<file path="src/rtl/comm_pkg.sv">
// comm_pkg: state encodings and shared constants for the UART frame-buffer
// write and read address sequencers.
package comm_pkg;
   typedef enum logic [2:0] {IDLE, ARM, SETUP, PULSE, NEXT, DONE} state_t;
   localparam int NCH       = 5;
   localparam int WORDS_DEF = 20;
   localparam int AW_DEF    = 5;
endpackage

</file>
<file path="src/rtl/comm_wr_chan.sv">
// comm_wr_chan: single-channel frame write sequencer (strobe sync, FSM, address).
// Optional inter-byte gap timeout enabled by defining WR_TIMEOUT_EN.
module comm_wr_chan
   import comm_pkg::*;
#(
   parameter int WORDS    = WORDS_DEF,
   parameter int AW       = AW_DEF,
   parameter int WR_SETUP = 2,
   parameter int WR_WIDTH = 4,
   parameter int TIMEOUT  = 1000
) (
   input  logic          clk,
   input  logic          rst,
   input  logic          strob,
   input  logic          rx_valid,
   output logic          wr,
   output logic [AW-1:0] adr,
   output logic          frame_done,
   output logic          overrun,
   output logic          short_frame
);
   state_t        st, st_n;
   logic [1:0]    s;
   logic [AW-1:0] cnt, cnt_n, adr_n;
   logic [7:0]    tmr, tmr_n;
   logic          fd_n, ov_n, sf_n;
`ifdef WR_TIMEOUT_EN
   logic [15:0]   gap, gap_n;
`endif

   if (WORDS < 1 || WORDS > 2**AW || WR_SETUP < 1 || WR_WIDTH < 1 || TIMEOUT < 1) begin : g_bad
      $error("comm_wr_chan: illegal parameter set");
   end

   assign wr = st == PULSE;

   always_ff @(posedge clk or posedge rst)
      if (rst) begin
         st          <= IDLE;
         s           <= '0;
         cnt         <= '0;
         adr         <= '0;
         tmr         <= '0;
         frame_done  <= 1'b0;
         overrun     <= 1'b0;
         short_frame <= 1'b0;
`ifdef WR_TIMEOUT_EN
         gap         <= '0;
`endif
      end else begin
         st          <= st_n;
         s           <= {s[0], strob};
         cnt         <= cnt_n;
         adr         <= adr_n;
         tmr         <= tmr_n;
         frame_done  <= fd_n;
         overrun     <= ov_n;
         short_frame <= sf_n;
`ifdef WR_TIMEOUT_EN
         gap         <= gap_n;
`endif
      end

   always_comb begin
      st_n  = st;
      cnt_n = cnt;
      adr_n = adr;
      tmr_n = tmr;
      fd_n  = 1'b0;
      ov_n  = 1'b0;
      sf_n  = 1'b0;
`ifdef WR_TIMEOUT_EN
      gap_n = '0;
`endif
      case (st)
         IDLE: begin
            cnt_n = '0;
            adr_n = '0;
            if (s[1]) st_n = ARM;
         end
         ARM:
            if (rx_valid) begin
               st_n  = SETUP;
               tmr_n = '0;
               adr_n = cnt;
            end else if (!s[1]) begin
               sf_n = cnt != '0;
               st_n = IDLE;
            end
`ifdef WR_TIMEOUT_EN
            // stalled partial frame: abandon it but keep the window armed
            else if (cnt != '0) begin
               if (gap == 16'(TIMEOUT - 1)) begin
                  sf_n  = 1'b1;
                  cnt_n = '0;
               end else gap_n = gap + 16'd1;
            end
`endif
         SETUP: begin
            ov_n = rx_valid;
            st_n  = tmr == 8'(WR_SETUP - 1) ? PULSE : SETUP;
            tmr_n = tmr == 8'(WR_SETUP - 1) ? '0 : tmr + 8'd1;
         end
         PULSE: begin
            ov_n = rx_valid;
            st_n  = tmr == 8'(WR_WIDTH - 1) ? NEXT : PULSE;
            tmr_n = tmr == 8'(WR_WIDTH - 1) ? '0 : tmr + 8'd1;
         end
         NEXT: begin
            ov_n = rx_valid;
            fd_n  = cnt == AW'(WORDS - 1);
            st_n  = fd_n ? DONE : ARM;
            cnt_n = fd_n ? '0 : cnt + AW'(1);
         end
         DONE: begin
            ov_n = rx_valid;
            if (!s[1]) st_n = IDLE;
         end
         default: st_n = IDLE;
      endcase
   end
endmodule

</file>
<file path="src/rtl/comm_wr_adr.sv">
// comm_wr_adr: five independent frame write sequencers feeding the frame RAMs.
// Optional inter-byte gap timeout enabled by defining WR_TIMEOUT_EN.
module comm_wr_adr
   import comm_pkg::*;
#(
   parameter int WORDS    = WORDS_DEF,
   parameter int AW       = AW_DEF,
   parameter int WR_SETUP = 2,
   parameter int WR_WIDTH = 4,
   parameter int TIMEOUT  = 1000
) (
   input  logic              clk,
   input  logic              rst,
   input  logic [NCH-1:0]    strob,
   input  logic [NCH-1:0]    rxValid,
   output logic [NCH-1:0]    WR,
   output logic [NCH*AW-1:0] WrAdr,
   output logic [NCH-1:0]    frameDone,
   output logic [NCH-1:0]    overrun,
   output logic [NCH-1:0]    shortFrame
);
   for (genvar g = 0; g < NCH; g++) begin : g_ch
      comm_wr_chan #(
         .WORDS(WORDS), .AW(AW), .WR_SETUP(WR_SETUP), .WR_WIDTH(WR_WIDTH), .TIMEOUT(TIMEOUT)
      ) u_chan (
         .clk        (clk),
         .rst        (rst),
         .strob      (strob[g]),
         .rx_valid   (rxValid[g]),
         .wr         (WR[g]),
         .adr        (WrAdr[g*AW +: AW]),
         .frame_done (frameDone[g]),
         .overrun    (overrun[g]),
         .short_frame(shortFrame[g])
      );
   end
endmodule

</file>
<file path="config.mk">
export PLATFORM = sky130hd
export DESIGN_NAME = comm_wr_adr
export DESIGN_NICKNAME = d
export VERILOG_FILES = /design/src/rtl/comm_pkg.sv /design/src/rtl/comm_wr_chan.sv /design/src/rtl/comm_wr_adr.sv
export SDC_FILE = /design/constraint.sdc
export NUM_CORES = 1
export LEC_CHECK = 0
export BUFFER_PORTS_ARGS = -buffer_cell sky130_fd_sc_hd__buf_2
export CAP_MARGIN = 0
export CORE_MARGIN = 1
export CORE_UTILIZATION = 60
export DETAILED_ROUTE_END_ITERATION = 8
export PLACE_DENSITY_LB_ADDON = 0.1
export RECOVER_POWER = 50
export SKIP_LAST_GASP = 1
export SLEW_MARGIN = 10
export SYNTH_ARGS = -nofsm -noshare
export SYNTH_HDL_FRONTEND = slang
export SYNTH_SLANG_ARGS = --single-unit
</file>
<file path="constraint.sdc">
create_clock -name clk -period 5.76 [get_ports clk]
set_input_delay 1.44 -clock clk [delete_from_list [all_inputs] [get_ports clk]]
set_output_delay 1.44 -clock clk [all_outputs]
set_load 0.005 [all_outputs]
</file>
Yosys cells after proc, flatten, opt, wreduce, memory -nomap -nowiden:

Cells that the tools add are included.

* register bits after elaboration: 130
* input bits: 12
* output and inout bits: 45
* logic and storage cells: 240

* $add $sub $neg: 10
* equal/unequal tests: 50
* multiplexer cells: 100
* reduce and logical (&&, ||, !) cells: 40

Operator list (count)
* 8-bit two-way mux: 15
* 8-bit case mux with 3 select lines: 5
* 5-bit case mux with 2 select lines: 10
* 3-bit case mux with 6 select lines: 5
* 3-bit two-way mux: 25
* 5-bit two-way mux: 10
* 8-bit by 1-bit adder with 8-bit output (second input constant): 5
* 8-bit by 1-bit == test with 1-bit output (second input constant): 5
* 8-bit by 2-bit == test with 1-bit output (second input constant): 5
* 3-bit by 2-bit == test with 1-bit output (second input constant): 10
* 3-bit == test (second input constant): 10
* 1-bit two-way mux: 30
* 5-bit by 1-bit adder with 5-bit output (second input constant): 5
* 5-bit == test (second input constant): 5
* 5-bit nonzero test: 5
* 2-bit AND reduction: 10
* 2-bit nonzero test: 10
* 4-bit OR reduction: 5
* 3-bit by 1-bit == test with 1-bit output (second input constant): 5
* 3-bit zero test: 5
* 3-bit nonzero test: 5
* 2-bit by 1-bit inequality test with 1-bit output (second input constant): 5
* 2-bit inequality test (second input constant): 5

Depth between registers and ports, before layout:

Gate-level depths: netlist of run 1.

* depth after elaboration: 4
* depth in mapped cells: 6
* gate-level depth less buffers: 6

Cells and area by module:

From an unflattened synthesis of run 1, not the netlist that was laid out.

* cell total of the unflattened synthesis: 704
* area, all modules: 6754.0 um2

Modules (own cells, without submodules)
* comm_wr_chan (g_ch[0].u_chan ...): instances 4, cells each 141, area an instance 1348.8 um2
* comm_wr_chan (g_ch[4].u_chan): instances 1, cells each 140, area an instance 1358.8 um2

Least setup slack after synthesis of run 1:

Ideal clock, no wire load.

* kind: register to output
* start: register g_ch[4].u_chan.st[2]
* end: output port WR[4]
* data arrival time: 1.006 ns
* path slack: 3.314 ns
* stages on the path, launching flop included: 5
* buffers on the path: 2
* cell sequence: dfrtp_1 > clkbuf_1 > nor2b_1 > and2_1 > buf_4

* longest elaborated chain between the ends: 1

Ends and longest elaborated chain
* start: declaration: RTL line comm_wr_chan.sv:22 `state_t st, st_n;`
* start signal: assignment: RTL line comm_wr_chan.sv:51 `st <= st_n;`
* 3-bit by 2-bit == test with 1-bit output: RTL line comm_wr_chan.sv:35 `assign wr = st == PULSE;`
* end: declaration: RTL line comm_wr_adr.sv:16 `output logic [NCH-1:0] WR,`

No other way between the ends.

Worst setup path after layout of run 1:

Same ends and word-level chain as after synthesis.

==> flow_summary.yaml, run 1 <==
cts:
  clk_latency_ps: 530
  cts_setup_buffers: 0
  tritoncts: "built"
  ctsResizeCount: 0
  clockRootBuffer: "clkbuf_8"
  cts_max_level: 4
  cts_buffers: 17
  clock-sinks: 130
  cts_hold_buf: 0
  path_clk_slew_ps: 60
  cts_buffer_depth: 2
worst_setup_path:
  cp_slowest_cell: "dfrtp_1"
  reg2reg_slack_ps: 3670
  crit_family: "flip-flops"
  crit_buf_inv: 1
  crit_cells: 3
  r2r-start: "g_ch[0].u_chan.st[0]"
  reg2reg_depth: 4
  cp_cell_sequence: "nor2b_1 -> and2_1 -> buf_2"
  r2r_end: "g_ch[0].u_chan.tmr[3]"
  crit_type: "flip-flop to primary output"
  slowest_delay_ps: 510
  required_ps: 4320
  cp.arrival_ps: 1600
  crit_fanout: 13
  cp-start-kind: "flip-flop"
  crit_path_end_kind: "primary output"
min_path:
  min_from: "g_ch[4].u_chan.s[0]"
  hp-class: "flip-flop to flip-flop"
  min_to: "g_ch[4].u_chan.s[1]"
  min_path_cells: 0
cells_and_area:
  fin_nets: 762
  fillers: 862
  n_antenna_cell: 0
  syn_to_final_growth_pct: 11.45
  layout-drive-gt1-share_pct: 13.73
logic_synthesis:
  synth_edf_count: 0
  synth_top_area_share_pct: 48.09
  synth_cell_types: 67
  ys_seq_elements: 130
  syn_inst: 694
  synth_ff_type: "dfrtp_1"
  yosysSeqAreaShare_pct: 48.09
  ys_warn_count: 0
  synth.avg_cell_area_um2: 9.746
  synth.most_common_cell: "dfrtp_1"
  synth_area_leader_cell: "dfrtp_1"
  synth-async-reset-ratio_pct: 100.0
  synth.top_cells.by_area: "dfrtp_1 (48%), a22o_1 (5.0%), o21ai_0 (3.8%)"
  synth_nets: 726
  netlist_area_um2: 6764
  synthTopCellsByCount: "dfrtp_1 (130), nand2_1 (64), o21ai_0 (52)"
global_routing:
  grt_pass1_wl_mm: 22.55
  grt-ovfl-total: 0
  antenna_found_initial: 0
  grt.total_usage_pct: 24.58
  grtUsageMet1_pct: 32.65
  grt_pass1_vias: 4897
  use_met3_pct: 6.209
  grt_max_degree: 58
  grtUsageMet2_pct: 38.40
  busiest_layer: "met2"
timing:
  report.final.slew_viol_count: 0
  holdWs_ps: 348.5
  slew_headroom_pct: 46.10
  period_minus_slack_ps: 3045
  finalSetupViolations: 0
  clock-skew-final_ps: 9.318
  finalCritPeriodShare_pct: 52.86
  max_freq_mhz: 328.4
  setup_ws_ps: 2715
  worst_pin_slew_ps: 804.1
  hold_viol: 0
  rsz0062_at_grt: "false"
  tns_ps: 0
power_and_ir_drop:
  vdd_drop_max_uv: 267.8
  p_int_mw: 2.200
  p_seq_share_pct: 38.3
  power.share.clock_pct: 32.2
  swShare_pct: 35.34
  p_sw_mw: 1.202
  power.leakage_nw: 3.461
  total_power_mw: 3.402
  pwr_density_cell_nw_per_um2: 451.3
  comb_power_share_pct: 29.5
placement:
  place_ws_ps: 3102
  io_buffers: 56
  hpwlAfterDp_mm: 9.074
  place.gp.congestion: 0.8144
floorplanning:
  pin_count: 57
  rows: 38
  die_area_um2: 11700
  die_w_um: 108.2
  die_y_um: 108.2
  floorplan.initialDensity_pct: 62.12
  core_area_um2: 10890
drt:
  drc: 0
  drt_pass1_iterations: 6
  wl_per_cell_um: 15.10
  vias: 5296
  routed_wl_mm: 13.33
  first_iter_violations: 307
  viasPerCell: 5.998
  antenna_left: 0
flow_run:
  drv_cap: 0
status:
  outcome: "complete, no violations"
-- worst max-delay path by stage --
stage,slack [ps],startpoint,end
global route,2600,g_ch[4].u_chan.st[2],WR[4]
CTS,2690,g_ch[0].u_chan.st[0],WR[0]
finish,2720,g_ch[4].u_chan.st[2],WR[4]
detailed placement,3100,rxValid[1],g_ch[1].u_chan.tmr[7]
floorplan,850,rst,g_ch[0].u_chan.adr[0]
global placement,3170,rxValid[1],g_ch[1].u_chan.tmr[7]
-- through the flow --
stage                     instances  area, um^2  utilization [%]
after CTS                       883        7580            69.62
after global placement          851        6979            64.10
final                           883        7538            69.24
after floorplan                 694        6764                -
after detailed placement        851        6979            64.10
after global routing            883        7538            69.24
-- layout by cell type (no fill, tap or decap), types with 5 or more instances in the layout --
cell type | Yosys | routed
o22ai_1 | 15 | 15
nor2b_1 | 8 | 8
nand3b_1 | 5 | 5
dfrtp_1 | 130 | 130
buf_2 | 2 | 51
inv_1 | 43 | 42
o2bb2ai_1 | 6 | 6
or2_2 | 8 | 8
or3_1 | 5 | 5
nand2b_1 | 12 | 12
clkbuf_1 | 15 | 9
a31oi_1 | 6 | 7
nor2_1 | 41 | 42
clkbuf_16 | 0 | 16
nand2_1 | 64 | 64
nor3_1 | 20 | 20
a22oi_1 | 5 | 5
a21oi_1 | 24 | 25
nor3b_1 | 5 | 5
a41oi_1 | 6 | 6
ha_1 | 20 | 20
nand3_1 | 38 | 38
a22o_1 | 39 | 39
o31ai_1 | 5 | 5
o21ai_0 | 52 | 53
a21o_1 | 11 | 11
xnor2_1 | 5 | 5
nor4_1 | 7 | 9
and3_1 | 11 | 11
-- cell families (layout without fill, tap and decap cells) --
kind of cell | count (synthesis) | count (layout) | synth area share (%)
fa+ha+maj | 20 | 20 | 3.700
flops | 130 | 130 | 48.09
simple gates | 249 | 249 | 19.40
xor+xnor | 5 | 5 | 0.6474
buf+inv | 84 | 133 | 6.197
mux | 8 | 8 | 1.369
compound gates | 198 | 198 | 20.59
-- state kept, by name (all words and copies together) (netlist names) --
| register | count |
|---|---|
| g_ch.u_chan.cnt | 25 |
| g_ch.u_chan.tmr | 40 |
| g_ch.u_chan.short_frame | 5 |
| g_ch.u_chan.s | 10 |
| g_ch.u_chan.frame_done | 5 |
| g_ch.u_chan.adr | 25 |
| g_ch.u_chan.st | 15 |
| g_ch.u_chan.overrun | 5 |
-- cell type report --
type	count	area [um^2]	area share, %
Inverter	43	162.7	2.158
Sequential cell	130	3253	43.15
Tap cell	140	175.2	2.324
Clock inverter	10	157.7	2.091
Multi-Input combinational cell	480	3058	40.56
Clock buffer	22	442.9	5.876
Timing Repair Buffer	58	289.0	3.834
-- power by group through the flow --
stage               logic [mW]  clock network, mW  registers, mW
floorplan                0.958                  0           1.21
detailed placement        1.02                  0           1.32
finish                    1.01               1.09           1.30
global placement         0.981                  0           1.31
global route              1.13               1.16           1.33
CTS                       1.02               1.12           1.31
-- worst reg2reg max path, cell delays in order (launching register included) --
cell,delay [ps]
dfrtp_1,620
nand3b_1,220
a31oi_1,640
nor2_1,280
o211ai_1,250
-- per-layer routing --
layer  part of all wire, %  vias to the layer above
met5                     0                        -
met4                   1.2                        0
met3                   3.6                       15
met2                    48                      110
met1                    47                     2584
li1                      -                     2587
No activity file was read; power rests on OpenSTA's default activity.
==> run 2, diff against run 1 <==
ABC_AREA = 1   (was unset)
CORE_UTILIZATION = 54   (was 60)
clock period = 2.65 ns   (was 5.76 ns; I/O delays follow)
==> run 2 against run 1 <==
The run now ends with capacitance limit, slew limit left. Wire length grew 1.5%. Register-to-register slack got worse by 2700 ps. Area after synthesis down 0.43%. Non-clock buffer count increased by 5. Via count is 2.9% higher. Die area up 10%. Power grew 110%. Critical path type unchanged. Largest power group unchanged.
==> flow_summary.yaml, run 2 <==
logic_synthesis:
  syn_inst: 801
  synth_cell_types: 36
  synth_edf_count: 0
  synth_area_leader_cell: "dfrtp_1"
  synth_top_area_share_pct: 48.30
  synth.top_cells.by_area: "dfrtp_1 (48%), nand3_1 (9.6%), nand2_1 (7.8%)"
  synth_nets: 833
  synth-async-reset-ratio_pct: 100.0
  yosysSeqAreaShare_pct: 48.30
  ys_warn_count: 0
  synth.avg_cell_area_um2: 8.409
  ys_seq_elements: 130
  synth.most_common_cell: "nand2_1"
  netlist_area_um2: 6735
  synth_ff_type: "dfrtp_1"
  synthTopCellsByCount: "nand2_1 (140), dfrtp_1 (130), nand3_1 (129)"
worst_setup_path:
  slowest_delay_ps: 490
  cp-start-kind: "flip-flop"
  crit_buf_inv: 2
  cp_cell_sequence: "inv_1 -> nand2_1 -> nor2_2 -> buf_2"
  crit_path_end_kind: "primary output"
  crit_family: "flip-flops"
  cp_slowest_cell: "dfrtp_1"
  crit_type: "flip-flop to primary output"
  crit_fanout: 10
  cp.arrival_ps: 1720
  required_ps: 1990
floorplanning:
  die_area_um2: 12920
  pin_count: 57
  core_area_um2: 12060
  die_y_um: 113.7
  rows: 40
  floorplan.initialDensity_pct: 55.84
  die_w_um: 113.7
drt:
  viasPerCell: 5.271
  routed_wl_mm: 13.54
  drt_pass1_iterations: 5
  vias: 5450
  wl_per_cell_um: 13.09
  first_iter_violations: 360
  antenna_left: 0
  drc: 0
cts:
  cts_buffers: 17
  cts_buffer_depth: 2
  tritoncts: "built"
  cts_max_level: 4
  cts_setup_buffers: 0
  clock-sinks: 130
  clk_latency_ps: 420
  cts_hold_buf: 0
  ctsResizeCount: 0
  path_clk_slew_ps: 60
  clockRootBuffer: "clkbuf_16"
global_routing:
  grt_max_degree: 56
  grt.total_usage_pct: 23.15
  grt-ovfl-total: 0
  antenna_found_initial: 0
  grt_pass1_vias: 5263
  grt_pass1_wl_mm: 23.63
timing:
  clock-skew-final_ps: 6.803
  tns_ps: 0
  hold_viol: 0
  finalCritPeriodShare_pct: 89.90
  finalSetupViolations: 0
  max_freq_mhz: 419.8
  slew_headroom_pct: -33.96
  report.final.slew_viol_count: 40
  period_minus_slack_ps: 2382
  rsz0062_at_grt: "false"
  worst_pin_slew_ps: 2009
cells_and_area:
  layoutNonFillerInstCount: 1034
  syn_to_final_growth_pct: 13.99
  fillers: 1017
  final_common_cell: "nand2_1"
  multi_input_area_um2: 2853
  layout-drive-gt1-share_pct: 12.36
  ff_latch_area_um2: 3253
  regMostFlops: "g_ch.u_chan.tmr"
  final_core_util_pct: 63.65
  reg_top3: "g_ch.u_chan.tmr: 40 flops, g_ch.u_chan.adr: 25 flops, g_ch.u_chan.cnt: 25 flops"
  mostFrequentLayoutCells: "nand2_1 (141), dfrtp_1 (130), nand3_1 (129), inv_1 (110), o21ai_0 (64)"
  fin_nets: 885
  largest_reg_flops: 40
  n_antenna_cell: 0
placement:
  dp.cells: 1002
  place.gp.congestion: 0.8492
  io_buffers: 56
  hpwlAfterDp_mm: 9.638
status:
  outcome: "finished, violations left"
  violations: "capacitance limit, slew limit"
power_and_ir_drop:
  total_power_mw: 7.028
  vdd_drop_max_uv: 506.6
  power.leakage_nw: 3.889
  pwr_density_cell_nw_per_um2: 915.4
flow_run:
  drv_cap: 1
min_path:
  hp-class: "input port to flip-flop"
[run 2: cell count changes after synthesis, sizes merged, moves of 12 or more]
cell    previous run  this run
nor2              42        63
o21ai             54        66
a21oi             25         8
nand2b            12         0
a22o              39         0
nand3             38       131
clkbuf            15         3
inv               43       112
xor2               0        29
nand2             64       141
[run 2: kinds of logic (layout without fill, tap and decap cells)]
kind of cell | Yosys count | count (layout) | synth area share, %
simple gates | 356 | 356 | 23.76
compound gates | 119 | 119 | 10.53
fa+ha+maj | 20 | 20 | 3.715
flops | 130 | 130 | 48.30
xor+xnor | 34 | 34 | 4.421
buf+inv | 142 | 207 | 9.270
[run 2: final cells by class]
type                            count  share of cell area, %
Sequential cell                   130                  42.37
Multi-Input combinational cell    529                  37.16
Clock buffer                       22                  6.307
Inverter                          112                  5.525
Timing Repair Buffer               63                  4.205
Tap cell                          168                  2.738
Clock inverter                     10                  1.695
[run 2: metrics by stage]
| stage | area [um^2] | hold WS [ps] | setup WS, ps |
|---|---|---|---|
| after CTS | 7692 | 326.8 | 283.8 |
| final | 7677 | 348.1 | 267.8 |
| after detailed placement | 7078 | 340.9 | 763.4 |
| after floorplan | 6739 | 331.2 | 378.3 |
| after global routing | 7677 | 334.6 | 102.6 |
| after global placement | 7078 | 333.5 | 791.6 |
[run 2: layer usage]
| layer | GRT usage [%] | share of wire, % | vias to the layer above |
|---|---|---|---|
| met5 | 0 | 0 | - |
| met4 | 8.509 | 0.84 | 0 |
| met3 | 5.898 | 3.9 | 9 |
| met2 | 38.01 | 49 | 119 |
| met1 | 29.68 | 47 | 2594 |
| li1 | - | - | 2728 |
[run 2: report_power, final]
group	switching (mW)	internal, mW
registers	0.309	2.25
clock network	0.819	1.57
logic	1.44	0.644
total	2.57	4.46
[run 2: worst paths after layout]
check / endpoint / startpoint / cells after the start / slack, ps
min in group asynchronous: g_ch[4].u_chan.cnt[3] / rst / 3 / 550
worst min-delay path: g_ch[0].u_chan.s[0] / strob[0] / 1 / 350
worst max register to register: g_ch[3].u_chan.st[2] / g_ch[3].u_chan.st[0] / 5 / 970
max in group asynchronous: g_ch[1].u_chan.short_frame / rst / 3 / 490
worst max-delay path: WR[3] / g_ch[3].u_chan.st[2] / 4 / 270
worst min register to register: g_ch[0].u_chan.s[1] / g_ch[0].u_chan.s[0] / 0 / 350
==> run 3, diff against run 2 <==
ABC_AREA = unset   (was 1)
==> run 3 against run 2 <==
Highest routed layer unchanged. Wire length up 0.16%. The flow now finishes without violations. Cell area is 0.68% lower. Flip-flop and latch count unchanged.
==> flow_summary.yaml, run 3 (synthesis results as in run 1) <==
status:
  outcome: "complete, no violations"
floorplanning:
  pin_count: 57
  die_area_um2: 12980
  die_w_um: 113.9
  floorplan.initialDensity_pct: 55.85
  die_y_um: 113.9
  rows: 40
  core_area_um2: 12110
drt:
  route.met2.wl_mm: 6.496
  wl_per_cell_um: 14.87
  vias: 5269
  wl_met3_um: 501
  viasPerCell: 5.777
  antenna_left: 0
  top_layer: "met4"
  first_iter_violations: 408
  drc: 0
  routed_wl_mm: 13.56
  drt_pass1_iterations: 6
  met1_length_mm: 6.339
min_path:
  min_to: "g_ch[2].u_chan.s[0]"
  min_from: "strob[2]"
  min_path_cells: 1
  hp-class: "input port to flip-flop"
power_and_ir_drop:
  vdd_drop_max_uv: 527.9
  power.leakage_nw: 3.488
  pwr_density_cell_nw_per_um2: 980.9
  total_power_mw: 7.479
cts:
  tritoncts: "built"
  cts_buffers: 17
  cts_setup_buffers: 0
  cts_buffer_depth: 2
  clk_latency_ps: 420
  ctsResizeCount: 0
  clockRootBuffer: "clkbuf_16"
  cts_hold_buf: 0
  cts_max_level: 4
  clock-sinks: 130
  path_clk_slew_ps: 60
worst_setup_path:
  crit_type: "flip-flop to primary output"
  slowest_delay_ps: 510
  crit_family: "flip-flops"
  r2r-start: "g_ch[4].u_chan.tmr[0]"
  r2r_end: "g_ch[4].u_chan.tmr[3]"
  crit_path_end_kind: "primary output"
  crit_buf_inv: 1
  cp_slowest_cell: "dfrtp_1"
  cp-start-kind: "flip-flop"
  reg2reg_slack_ps: 800
  cp.arrival_ps: 1520
  required_ps: 1990
  cp_cell_sequence: "nor2b_1 -> and2_1 -> buf_2"
  crit_fanout: 13
  reg2reg_depth: 5
placement:
  io_buffers: 56
  hpwlAfterDp_mm: 9.456
  place_ws_ps: 770.1
  placed_cell_area_um2: 7061
  place.gp.congestion: 0.8628
  dp.cells: 880
global_routing:
  grt-ovfl-total: 0
  grt.total_usage_pct: 22.23
  grt_pass1_vias: 4891
  grt_pass1_wl_mm: 22.97
  grt_max_degree: 38
  antenna_found_initial: 0
timing:
  max_freq_mhz: 458.8
  period_minus_slack_ps: 2179
  finalSetupViolations: 0
  holdWs_ps: 344.9
  slew_headroom_pct: 20.85
  clock-skew-final_ps: 4.748
  rsz0062_at_grt: "false"
  finalCritPeriodShare_pct: 82.24
  tns_ps: 0
  setup_ws_ps: 470.5
  hold_viol: 0
  report.final.slew_viol_count: 0
  worst_pin_slew_ps: 1181
cells_and_area:
  fin_nets: 763
  largest_reg_flops: 40
  mostFrequentLayoutCells: "dfrtp_1 (130), nand2_1 (64), buf_2 (55), o21ai_0 (52), inv_1 (42)"
  syn_to_final_growth_pct: 12.73
  final_core_util_pct: 62.95
  fillers: 1028
  layoutNonFillerInstCount: 912
  design_area_um2: 7625
  reg_top3: "g_ch.u_chan.tmr: 40 flops, g_ch.u_chan.adr: 25 flops, g_ch.u_chan.cnt: 25 flops"
  n_antenna_cell: 0
  regMostFlops: "g_ch.u_chan.tmr"
  final_common_cell: "dfrtp_1"
  layout-drive-gt1-share_pct: 15.59
flow_run:
  drv_cap: 0
[run 3: cell count changes in the layout (fill, tap and decap cells not counted), sizes merged, moves of 10 or more]
cell    before  now
nand3      131   38
nor2        63   42
nand2      141   64
inv        111   42
nand2b       0   12
a21oi        8   25
and3         0   11
nor4         0   11
or2          0   11
a22o         0   39
nor3        10   20
o21ai       66   54
xor2        29    0
[run 3: layer usage]
metal	global-route usage [%]	vias up
met5	0	-
met4	10.30	0
met3	4.676	18
met2	34.34	117
met1	30.08	2552
li1	-	2582
[run 3: worst max path at each step]
stage / startpoint / to / cells after the start
after floorplan: rst / g_ch[0].u_chan.adr[0] / 1
after detailed placement: rxValid[1] / g_ch[1].u_chan.tmr[7] / 5
after CTS: g_ch[4].u_chan.st[2] / WR[4] / 3
final: g_ch[4].u_chan.st[2] / WR[4] / 3
after global routing: g_ch[4].u_chan.st[2] / WR[4] / 3
after global placement: rxValid[1] / g_ch[1].u_chan.tmr[7] / 5
[run 3: power breakdown]
part / switching (mW) / internal, mW / total (mW)
Combinational: 1.29 / 0.949 / 2.24
Clock: 0.866 / 1.52 / 2.39
Sequential: 0.541 / 2.31 / 2.85
[run 3: layout make-up]
type | count | area [um^2] | area share (%)
repair buffers | 59 | 294.0 | 3.856
clock inverters | 13 | 160.2 | 2.100
multi-input cells | 480 | 3092 | 40.55
clock buffers | 19 | 452.9 | 5.940
well taps | 168 | 210.2 | 2.757
flip-flops and latches | 130 | 3253 | 42.66
inverters | 43 | 162.7 | 2.133
